File: config.mk
export PLATFORM = sky130hd
export DESIGN_NAME = vga_monitor
export DESIGN_NICKNAME = d
export VERILOG_FILES = /design/src/rtl/vga_monitor.sv
export SDC_FILE = /design/constraint.sdc
export NUM_CORES = 1
export LEC_CHECK = 0
export ABC_AREA = 1
export CELL_PAD_IN_SITES_DETAIL_PLACEMENT = 1
export CELL_PAD_IN_SITES_GLOBAL_PLACEMENT = 2
export CORE_MARGIN = 5
export CORE_UTILIZATION = 33
export DETAILED_ROUTE_END_ITERATION = 12
export GPL_ROUTABILITY_DRIVEN = 0
export PLACE_DENSITY_LB_ADDON = 0.1
export SYNTH_ARGS = -nofsm -noshare
export SYNTH_HDL_FRONTEND = slang
export SYNTH_SLANG_ARGS = --single-unit
File: constraint.sdc
create_clock -name clk -period 2.9 [get_ports clk]
set_input_delay 0.58 -clock clk [delete_from_list [all_inputs] [get_ports clk]]
set_output_delay 0.58 -clock clk [all_outputs]
set_load 0.05 [all_outputs]
File: src/rtl/vga_monitor.sv
// vga_monitor: passive timing monitor for a TinyVGA pin byte. Recovers
// horizontal/vertical alignment from the sync edges and reports visible
// pixels with their coordinates. It also keeps a per-frame checksum and
// tracks sync and blanking violations.
module vga_monitor #(
  parameter int H_DISPLAY = 640,
  parameter int H_FRONT   = 16,
  parameter int H_SYNC    = 96,
  parameter int H_BACK    = 48,
  parameter int V_DISPLAY = 480,
  parameter int V_BOTTOM  = 10,
  parameter int V_SYNC    = 2,
  parameter int V_TOP     = 33,
  parameter int SYNC_LAG  = 1
) (
  input  logic        clk,
  input  logic        rst_n,
  input  logic [7:0]  vga_in,
  output logic        locked,
  output logic        pix_valid,
  output logic [9:0]  x,
  output logic [9:0]  y,
  output logic [5:0]  rgb,
  output logic        frame_done,
  output logic [15:0] frame_sum,
  output logic [15:0] frame_count,
  output logic        sync_err,
  output logic [7:0]  err_count,
  output logic        blank_err
);

  localparam int H_TOTAL = H_DISPLAY + H_FRONT + H_SYNC + H_BACK;
  localparam int V_TOTAL = V_DISPLAY + V_BOTTOM + V_SYNC + V_TOP;

  // Sync edges arrive SYNC_LAG samples after the pixel data they belong to,
  // so the expected hsync column already includes that lag.
  localparam logic [9:0] HS_COL     = 10'(H_DISPLAY + H_FRONT + SYNC_LAG);
  localparam logic [9:0] HS_REALIGN = 10'(H_DISPLAY + H_FRONT + SYNC_LAG + 1);
  localparam logic [9:0] VS_LINE    = 10'(V_DISPLAY + V_BOTTOM);
  localparam logic [9:0] H_LAST     = 10'(H_TOTAL - 1);
  localparam logic [9:0] V_LAST     = 10'(V_TOTAL - 1);
  localparam logic [9:0] H_DISP_W   = 10'(H_DISPLAY);
  localparam logic [9:0] V_DISP_W   = 10'(V_DISPLAY);
  localparam logic [9:0] X_LAST     = 10'(H_DISPLAY - 1);
  localparam logic [9:0] Y_LAST     = 10'(V_DISPLAY - 1);

  typedef enum logic [1:0] {
    HUNT   = 2'd0,
    HSEEN  = 2'd1,
    VWAIT  = 2'd2,
    LOCKED = 2'd3
  } state_t;

  // Rotate-left-by-one used by the frame checksum.
  function automatic logic [15:0] rol1(input logic [15:0] v);
    return {v[14:0], v[15]};
  endfunction

  state_t      state_r, state_next_s;
  logic        hsync_prev_r, vsync_prev_r;
  logic [9:0]  hcnt_r, vcnt_r;
  logic [15:0] acc_r;

  logic        locked_r, pix_valid_r, frame_done_r, sync_err_r, blank_err_r;
  logic [9:0]  x_r, y_r;
  logic [5:0]  rgb_r;
  logic [15:0] frame_sum_r, frame_count_r;
  logic [7:0]  err_count_r;

  logic        hsync_s, vsync_s, hsync_rise_s, vsync_rise_s;
  logic        h_bad_s, v_bad_s;
  logic [5:0]  rgb_s;
  logic        in_display_s, visible_s, first_pix_s, last_pix_s;
  logic [15:0] acc_next_s;
  logic        h_realign_s, v_set_s, sync_err_s;

  // Pin decode and sync edge detection against the previous sample.
  always_comb begin
    hsync_s      = vga_in[7];
    vsync_s      = vga_in[3];
    rgb_s        = {vga_in[0], vga_in[4], vga_in[1], vga_in[5], vga_in[2], vga_in[6]};
    hsync_rise_s = hsync_s & ~hsync_prev_r;
    vsync_rise_s = vsync_s & ~vsync_prev_r;
    h_bad_s      = hsync_rise_s & (hcnt_r != HS_COL);
    v_bad_s      = vsync_rise_s & (vcnt_r != VS_LINE);
  end

  // Lock state register.
  always_ff @(posedge clk) begin
    if (!rst_n) begin
      state_r <= HUNT;
    end else begin
      state_r <= state_next_s;
    end
  end

  // Lock acquisition / loss transitions.
  always_comb begin
    state_next_s = state_r;
    case (state_r)
      HUNT: begin
        if (hsync_rise_s) state_next_s = HSEEN;
        else              state_next_s = HUNT;
      end
      HSEEN: begin
        if (hsync_rise_s && !h_bad_s) state_next_s = VWAIT;
        else                          state_next_s = HSEEN;
      end
      VWAIT: begin
        if (h_bad_s)           state_next_s = HUNT;
        else if (vsync_rise_s) state_next_s = LOCKED;
        else                   state_next_s = VWAIT;
      end
      LOCKED: begin
        if (h_bad_s || v_bad_s) state_next_s = HUNT;
        else                    state_next_s = LOCKED;
      end
      default: state_next_s = HUNT;
    endcase
  end

  // Per-state counter alignment commands and sync error detection.
  always_comb begin
    h_realign_s = 1'b0;
    v_set_s     = 1'b0;
    sync_err_s  = 1'b0;
    case (state_r)
      HUNT: begin
        if (hsync_rise_s) h_realign_s = 1'b1;
        else              h_realign_s = 1'b0;
      end
      HSEEN: begin
        if (h_bad_s) h_realign_s = 1'b1;
        else         h_realign_s = 1'b0;
      end
      VWAIT: begin
        if (vsync_rise_s && !h_bad_s) v_set_s = 1'b1;
        else                          v_set_s = 1'b0;
      end
      LOCKED: begin
        if (h_bad_s || v_bad_s) sync_err_s = 1'b1;
        else                    sync_err_s = 1'b0;
      end
      default: begin
        h_realign_s = 1'b0;
        v_set_s     = 1'b0;
        sync_err_s  = 1'b0;
      end
    endcase
  end

  // Pixel classification and next checksum value.
  always_comb begin
    in_display_s = (hcnt_r < H_DISP_W) && (vcnt_r < V_DISP_W);
    visible_s    = (state_r == LOCKED) && in_display_s;
    first_pix_s  = (hcnt_r == 10'd0) && (vcnt_r == 10'd0);
    last_pix_s   = (hcnt_r == X_LAST) && (vcnt_r == Y_LAST);
    if (first_pix_s) acc_next_s = {10'b0, rgb_s};
    else             acc_next_s = rol1(acc_r) ^ {10'b0, rgb_s};
  end

  // Sync edge history.
  always_ff @(posedge clk) begin
    if (!rst_n) begin
      hsync_prev_r <= 1'b0;
      vsync_prev_r <= 1'b0;
    end else begin
      hsync_prev_r <= hsync_s;
      vsync_prev_r <= vsync_s;
    end
  end

  // Column/line counters, realigned on sync edges while acquiring lock.
  always_ff @(posedge clk) begin
    if (!rst_n) begin
      hcnt_r <= 10'd0;
      vcnt_r <= 10'd0;
    end else begin
      if (h_realign_s)           hcnt_r <= HS_REALIGN;
      else if (hcnt_r == H_LAST) hcnt_r <= 10'd0;
      else                       hcnt_r <= hcnt_r + 10'd1;

      if (v_set_s)                                vcnt_r <= VS_LINE;
      else if (hcnt_r == H_LAST && !h_realign_s) begin
        if (vcnt_r == V_LAST) vcnt_r <= 10'd0;
        else                  vcnt_r <= vcnt_r + 10'd1;
      end
    end
  end

  // Registered lock flag and visible-pixel outputs (x/y/rgb hold in blanking).
  always_ff @(posedge clk) begin
    if (!rst_n) begin
      locked_r    <= 1'b0;
      pix_valid_r <= 1'b0;
      x_r         <= 10'd0;
      y_r         <= 10'd0;
      rgb_r       <= 6'd0;
    end else begin
      locked_r    <= (state_next_s == LOCKED);
      pix_valid_r <= visible_s;
      if (visible_s) begin
        x_r   <= hcnt_r;
        y_r   <= vcnt_r;
        rgb_r <= rgb_s;
      end
    end
  end

  // Frame checksum; a frame only completes if lock held from (0,0) onwards,
  // since relocking always happens in vertical blanking before (0,0).
  always_ff @(posedge clk) begin
    if (!rst_n) begin
      acc_r         <= 16'd0;
      frame_done_r  <= 1'b0;
      frame_sum_r   <= 16'd0;
      frame_count_r <= 16'd0;
    end else begin
      frame_done_r <= visible_s && last_pix_s;
      if (visible_s) acc_r <= acc_next_s;
      if (visible_s && last_pix_s) begin
        frame_sum_r   <= acc_next_s;
        frame_count_r <= frame_count_r + 16'd1;
      end
    end
  end

  // Sync error pulse, saturating error count and sticky blanking error.
  always_ff @(posedge clk) begin
    if (!rst_n) begin
      sync_err_r  <= 1'b0;
      err_count_r <= 8'd0;
      blank_err_r <= 1'b0;
    end else begin
      sync_err_r <= sync_err_s;
      if (sync_err_s && err_count_r != 8'hFF) err_count_r <= err_count_r + 8'd1;
      if (state_r == LOCKED && !in_display_s && rgb_s != 6'd0) blank_err_r <= 1'b1;
    end
  end

  assign locked      = locked_r;
  assign pix_valid   = pix_valid_r;
  assign x           = x_r;
  assign y           = y_r;
  assign rgb         = rgb_r;
  assign frame_done  = frame_done_r;
  assign frame_sum   = frame_sum_r;
  assign frame_count = frame_count_r;
  assign sync_err    = sync_err_r;
  assign err_count   = err_count_r;
  assign blank_err   = blank_err_r;

endmodule

==> results of run 1 <==
power groups by stage:
| stage | combinational [mW] | sequential, mW | clock, mW |
|---|---|---|---|
| finish | 0.158 | 1.55 | 1.14 |
| global route | 0.180 | 1.55 | 1.25 |
| CTS | 0.161 | 1.55 | 1.19 |
| detailed placement | 0.161 | 1.59 | 0 |
| global placement | 0.159 | 1.59 | 0 |
| floorplan | 0.103 | 1.58 | 0 |
worst max path at each step:
stage / endpoint / slack, ps / cells past startpoint
2_1_floorplan: frame_count[14] / 990 / 7
3_3_place_gp: vcnt_r[4] / 450 / 8
3_5_place_dp: vcnt_r[6] / 390 / 9
4_1_cts: frame_count[0] / 610 / 10
5_1_grt: frame_count[0] / 420 / 10
6_report: frame_count[6] / 650 / 1
registers in the layout (all words and copies together), names as in the netlist:
| register | cells |
|---|---|
| acc_r | 16 |
| frame_count | 16 |
| frame_sum | 16 |
| hcnt_r | 10 |
| vcnt_r | 10 |
| x | 10 |
| y | 10 |
| err_count | 8 |
| rgb | 6 |
| state_r | 2 |
| blank_err | 1 |
| frame_done | 1 |
| hsync_prev_r | 1 |
| locked | 1 |
| pix_valid | 1 |
| sync_err | 1 |
| vsync_prev_r | 1 |
placed cells by master (no fill, tap or decap):
master           netlist  routed
buf_12                 0       2
a31oi_1                2       2
o21ai_0               39      39
nor2b_1                1       1
nand4_2                2       2
nand2_4                3       3
nor3_1                13      13
o21bai_1               6       6
inv_2                  7       7
nor2_2                 3       3
xnor2_1                3       3
nand2_1              166     166
o21a_1                 6       6
clkdlybuf4s50_1        0      79
nand3_2                5       5
nand4_1               21      21
nor3_4                 1       1
buf_4                  2       5
nor2_4                 2       2
nor2_1                87      87
inv_1                 67      67
clkbuf_1              11       3
nand2_2                4       4
o31ai_1                1       1
buf_2                 10       1
clkinv_2               0       3
nand3_1               65      65
a21oi_1               68      68
xor2_1                16      16
dfxtp_1              111     111
o21ai_1                5       5
nor3_2                 1       1
and2_1                 1       1
nand3b_1               3       3
ha_1                   8       8
clkinvlp_4             0       1
nor3b_1                1       1
clkbuf_16              0       9
or2_2                  1       1
through the flow:
stage	setup slack (ps)	power (mW)	utilization, %
floorplan	986	1.69	-
global placement	451	1.75	39.7
detailed placement	392	1.75	39.7
CTS	606	2.90	41.3
global route	417	2.99	41.3
finish	653	2.85	41.3
layout make-up:
class | instances | area share, %
Sequential cell | 111 | 33.9
Timing Repair Buffer | 87 | 13.3
Clock inverter | 4 | 0.343
Clock buffer | 12 | 3.60
Inverter | 74 | 4.23
Multi-Input combinational cell | 534 | 40.5
Tap cell | 216 | 4.12
tightest hold or removal path, cell delays in order, from the launching register on:
cell and delay, ps:
dfxtp_1 320, inv_1 50, a21oi_1 50
logic make-up (layout without fill, tap and decap cells):
kind of cell | after synthesis | in the layout
AOI/OAI and AO/OA | 127 | 127
xor gates and xnor gates | 19 | 19
adders and majority gates | 8 | 8
buffers and inverters | 106 | 177
DFF | 111 | 111
and+or+nand+nor | 380 | 380
per-layer routing:
metal  share of wire (%)  GRT usage, %  wire length [um]  vias to the layer above
li1                    -             -                 -                     2581
met4                 1.1          4.66               182                        0
met3                 3.8          2.70               607                       12
met1                  47          23.4              7500                     2429
met2                  48          30.8              7720                       85
met5                   0             0                 0                        -
==> results by group, run 1 <==
Floorplanning
  • Core ar.: around 16000 um^2
  • Io pins: 81
  • Die area: roughly 19000 um^2
  • Die Ht: roughly 140 um
  • Starting Density: roughly 34%
  • # rows: between 40 and 50
  • Die width: 137 um

Pwr
  • Psw: slightly below 0.7 mW
  • Sw frac: between 20% and 30%
  • P_int: roughly 2.2 mW
  • Pwr dens: 435 nW/um^2
  • Reg power frac: a little over half
  • Leakage power: around 2.6 nW
  • Worst VDD drop: ~0.25 mV
  • Gate power share: 5.5%
  • Clock power frac: between 40% and 50%

STA
  • Slew HR: around 60%
  • Clock Skews: 7.19 ps
  • Worst Tran Pin Value: 598 ps
  • Setup Viol. Count Final: 0
  • Slew Limit Fails: 0
  • Final hold viol count: 0
  • Fin crit period: roughly 2200 ps
  • Setup_tns: 0 ps
  • Final Cycle Share: 77.5%
  • F_max: approximately 450 MHz
  • RSZ-0062 raised after global routing: false
  • Hold Worst Slack: about 470 ps

Route
  • Final ANT Viol Nets: 0
  • Detailed-route DRC error count: 0
  • Post-Route WL: approximately 16000 um
  • Routed wire length per instance: roughly 15 um
  • Drt pass-1 iters: 4
  • DR vias/cell: 4.92
  • Drt initial violations: roughly 230
  • Vias post-DR: 5107

Yosys
  • Largest family of logic cells by synthesized area: simple AND/OR/NAND/NOR gates
  • Synth Area per Inst: roughly 7.1 um^2
  • Post-synth ARST share: 0%
  • Syn Nets: 769
  • Seq/Total Area, Yosys: 41.5%
  • Share of the synthesized area in the top cell type: between 40% and 50%
  • Prevailing post-synth register cell: dfxtp_1
  • Ranking of synthesized cells by area: dfxtp_1 41%, nand2_1 12%, a21oi_1 6.4%, nor2_1 6.1%, nand3_1 6.1%
  • Netlist Area Pre-Place: 5360 um^2
  • Multiplexer share of the synthesized area: 0%
  • Most instantiated library cell after synthesis: nand2_1
  • Post-Synth XOR/XNOR Area: 3.11%
  • Yosys top cell by area: dfxtp_1
  • Synth Area in Simple Gates: between 30% and 40%
  • Post-synthesis adder-cell area fraction: under 10%
  • Seq cells post-synth: around 110
  • Post-Syn Instances: about 750
  • Synth Area in Compound Gates: between 10% and 20%
  • Post-synth top cells: 166 x nand2_1, 111 x dfxtp_1, 87 x nor2_1
  • Synth Warn #: 0
  • Post-synth EDFFs: 0
  • Synth unique cells: 36

Clocking
  • Clk buf depth: 2
  • Clk root buf: clkbuf_16
  • CTS tree: done
  • Post-cts resize count: 0
  • Cts-stage hold buffer count: 0
  • Clk_lat worst skew: 350 ps
  • H-tree levels: 3
  • Clock sink total: approximately 110
  • CTS Buf Count: 9
  • Postcts setup bufs: 0
  • Reg clk slew, reported paths: 70 ps

Setup path
  • CP endpoint kind: output port
  • CP Data Required Time: between 2000 and 2500 ps
  • Slowest cell delay on critical path: around 860 ps
  • Crit-path cells: clkdlybuf4s50_1
  • CP Data Arrival Time: 1670 ps
  • Crit path max-delay family: buffers and inverters
  • Worst Setup Start Kind: register
  • Reg-to-reg slack, setup: about 660 ps
  • WS Path Type: register to output port
  • Origin of the critical flop-to-flop path: hcnt_r[0]
  • CP Buf/Inv Count: 1
  • Critical-path maximum fanout: 7
  • Depth of the most critical reg-to-reg path: 10
  • Reg2reg end: frame_count[0]
  • Crit path max-delay cell type: clkdlybuf4s50_1
  • Crit path from: frame_count[6]

Global route
  • Vias in the first global route: about 5400
  • Initial antenna violation count: 0
  • First-pass GRT wire length: approximately 27000 um
  • GRT Util Overall: 17.9%
  • Largest net degree at the start of global routing: 75
  • Remaining Overflow, GRT: 0

Place
  • HPWL after DPL: around 12000 um
  • DP Cell Count: a little over 1000
  • Port Buffer Count: 80
  • Placed inst area: between 6000 and 7000 um^2

Job
  • Max Cap Violations: 0

Min path
  • Min-delay src: blank_err
  • Hold endpoint: blank_err
  • Hold depth: 2
  • Worst min-delay path class: register to register

Status
  • Status: complete, no violations

Final layout
  • Non-filler cells, final: ~1000
  • Post-route cell area: about 6600 um^2
  • Final #Nets: approximately 840
  • ANT cells: 0
  • Layout cells sized above 1: 6.08%
  • Filler Cells Inserted: 2016
  • Storage cell area: between 2000 and 2500 um^2
  • Multi-input logic area: 2660 um^2
  • Synth-to-Final Area Change: 22.4%
Power figures use the tool's default switching activity.
==> run 2, diff against run 1 <==
--- a/config.mk
+++ b/config.mk
@@ -9,7 +9,7 @@
 export CELL_PAD_IN_SITES_DETAIL_PLACEMENT = 1
 export CELL_PAD_IN_SITES_GLOBAL_PLACEMENT = 2
 export CORE_MARGIN = 5
-export CORE_UTILIZATION = 33
+export CORE_UTILIZATION = 30
 export DETAILED_ROUTE_END_ITERATION = 12
 export GPL_ROUTABILITY_DRIVEN = 0
 export PLACE_DENSITY_LB_ADDON = 0.1
==> constraint.sdc (replaced) <==
create_clock -name clk -period 2.12 [get_ports clk]
set_input_delay 0.424 -clock clk [delete_from_list [all_inputs] [get_ports clk]]
set_output_delay 0.424 -clock clk [all_outputs]
set_load 0.05 [all_outputs]
==> run 2 against run 1 <==
Effect of this change:
- die area increased by 9.3%
- clock skew rose by 1.1 ps
- first-iteration DRC count fell by 32%
- register-to-register slack got worse by 480 ps
- worst setup slack got worse by 590 ps
- core utilization is 2.4 points lower
- clock power is 51% higher
- sequential power rose by 37%
- hold slack better by 1.1 ps
- power increased by 43%
- highest routed layer unchanged
==> results by group, run 2 (synthesized netlist as in run 1, its figures left out) <==
STA
  • Slew HR: around three fifths
  • RSZ-0062 raised after global routing: false
  • Final hold viol count: 0
  • Fin crit period: just over 2000 ps
  • Clock Skews: 8.28 ps
  • Setup_tns: 0 ps
  • Setup Viol. Count Final: 0
  • Worst Tran Pin Value: just under 600 ps
  • F_max: between 400 and 500 MHz
  • Final Cycle Share: 97.2%
  • Slew Limit Fails: 0

Final layout
  • Multi-input logic area: roughly 2700 um^2
  • Storage cell area: between 2000 and 2500 um^2
  • Non-filler cells, final: 1069
  • Final #Nets: approximately 860
  • Most common cell after layout, fill and taps aside: nand2_1
  • Filler Cells Inserted: roughly 2200
  • Layout cells sized above 1: slightly below 9%
  • Synth-to-Final Area Change: 26.5%
  • ANT cells: 0
  • Most frequent cells in the layout: 166 x nand2_1, 111 x dfxtp_1, 87 x nor2_1

Floorplanning
  • Core ar.: 17400 um^2
  • Die area: 20600 um^2
  • Io pins: slightly above 80
  • Starting Density: between 30% and 40%
  • # rows: 48
  • Die Ht: around 140 um
  • Die width: ~140 um

Setup path
  • CP Data Arrival Time: 1640 ps
  • WS Path Type: register to output port
  • CP endpoint kind: output port
  • CP Buf/Inv Count: 1
  • CP Data Required Time: 1700 ps
  • Crit path max-delay cell type: clkdlybuf4s50_1
  • Critical-path maximum fanout: 6
  • Slowest cell delay on critical path: 850 ps
  • Crit-path cells: clkdlybuf4s50_1
  • Worst Setup Start Kind: register
  • Crit path max-delay family: buffers and inverters

Global route
  • Vias in the first global route: 5413
  • First-pass GRT wire length: 27200 um
  • Initial antenna violation count: 0
  • GRT Util Overall: between 10% and 20%
  • Largest net degree at the start of global routing: between 60 and 70
  • Remaining Overflow, GRT: 0

Clocking
  • Clk root buf: clkbuf_16
  • H-tree levels: 3
  • Clk_lat worst skew: between 300 and 400 ps
  • CTS tree: done
  • Clock sink total: around 110
  • Postcts setup bufs: 0
  • Reg clk slew, reported paths: about 80 ps
  • CTS Buf Count: 9
  • Clk buf depth: 2

Route
  • Drt initial violations: approximately 160
  • Met3 WL: 645 um
  • Drt pass-1 iters: 4
  • Detailed-route DRC error count: 0
  • Post-Route WL: 16500 um
  • WL met2: slightly below 8000 um
  • DR vias/cell: about 4.8
  • Top Layer Used: met4
  • Vias post-DR: ~5200
  • Routed wire length per instance: about 15 um
  • Final ANT Viol Nets: 0
  • M1 WL: between 7000 and 8000 um

Pwr
  • Worst VDD drop: about 0.33 mV
  • Pwr Total: 4.08 mW
  • Leakage power: 2.77 nW
  • Pwr dens: between 600 and 700 nW/um^2

Place
  • DP Cell Count: around 1100
  • HPWL after DPL: between 10000 and 15000 um
  • Port Buffer Count: 80

Min path
  • Worst min-delay path class: register to register

Job
  • Max Cap Violations: 0

Status
  • Status: complete, no violations
==> run 2: area by class of cell <==
cell class | count | area share [%]
clock inverter | 5 | 0.849
inverter | 74 | 4.10
clock buffer | 11 | 3.43
timing repair buffer | 109 | 15.5
tap | 225 | 4.15
multi-input combinational | 534 | 39.2
sequential | 111 | 32.8
==> run 2: power by group <==
part / switching (mW) / internal, mW
combinational: 0.155 / 0.0836
clock: 0.797 / 0.922
sequential: 0.0211 / 2.10
total: 0.972 / 3.11
==> run 2: through the flow <==
| step | instance area (um^2) | utilization, % | worst slack (ps) | hold WS [ps] |
|---|---|---|---|---|
| after floorplan | 5360 | - | 206 | 456 |
| after global placement | 6490 | 37.3 | 34.7 | 450 |
| after detailed placement | 6490 | 37.3 | 4.26 | 469 |
| after CTS | 6780 | 38.9 | 10.8 | 480 |
| after global routing | 6780 | 38.9 | 6.25 | 495 |
| final | 6780 | 38.9 | 58.4 | 472 |
==> run 2: repair_timing <==
item / 4_1_cts / 5_1_grt
hold buffers: 0 / 0
resized for setup: 1 / 1
gates cloned: 0 / 0
setup endpoints to repair: 1 / 1
==> run 2: path summary, 6_finish.rpt <==
path / cells after the start / slack [ps] / endpoint / from
min: 2 / 470 / blank_err / blank_err
min reg2reg: 2 / 470 / blank_err / blank_err
max: 1 / 60 / err_count[2] / err_count[2]
max reg2reg: 10 / 180 / frame_count[3] / hcnt_r[8]
==> run 2: routing by layer <==
metal,GRT usage (%),vias up
li1,-,2608
met1,20.7,2459
met2,28.5,80
met3,2.66,17
met4,5.25,0
met5,0,-
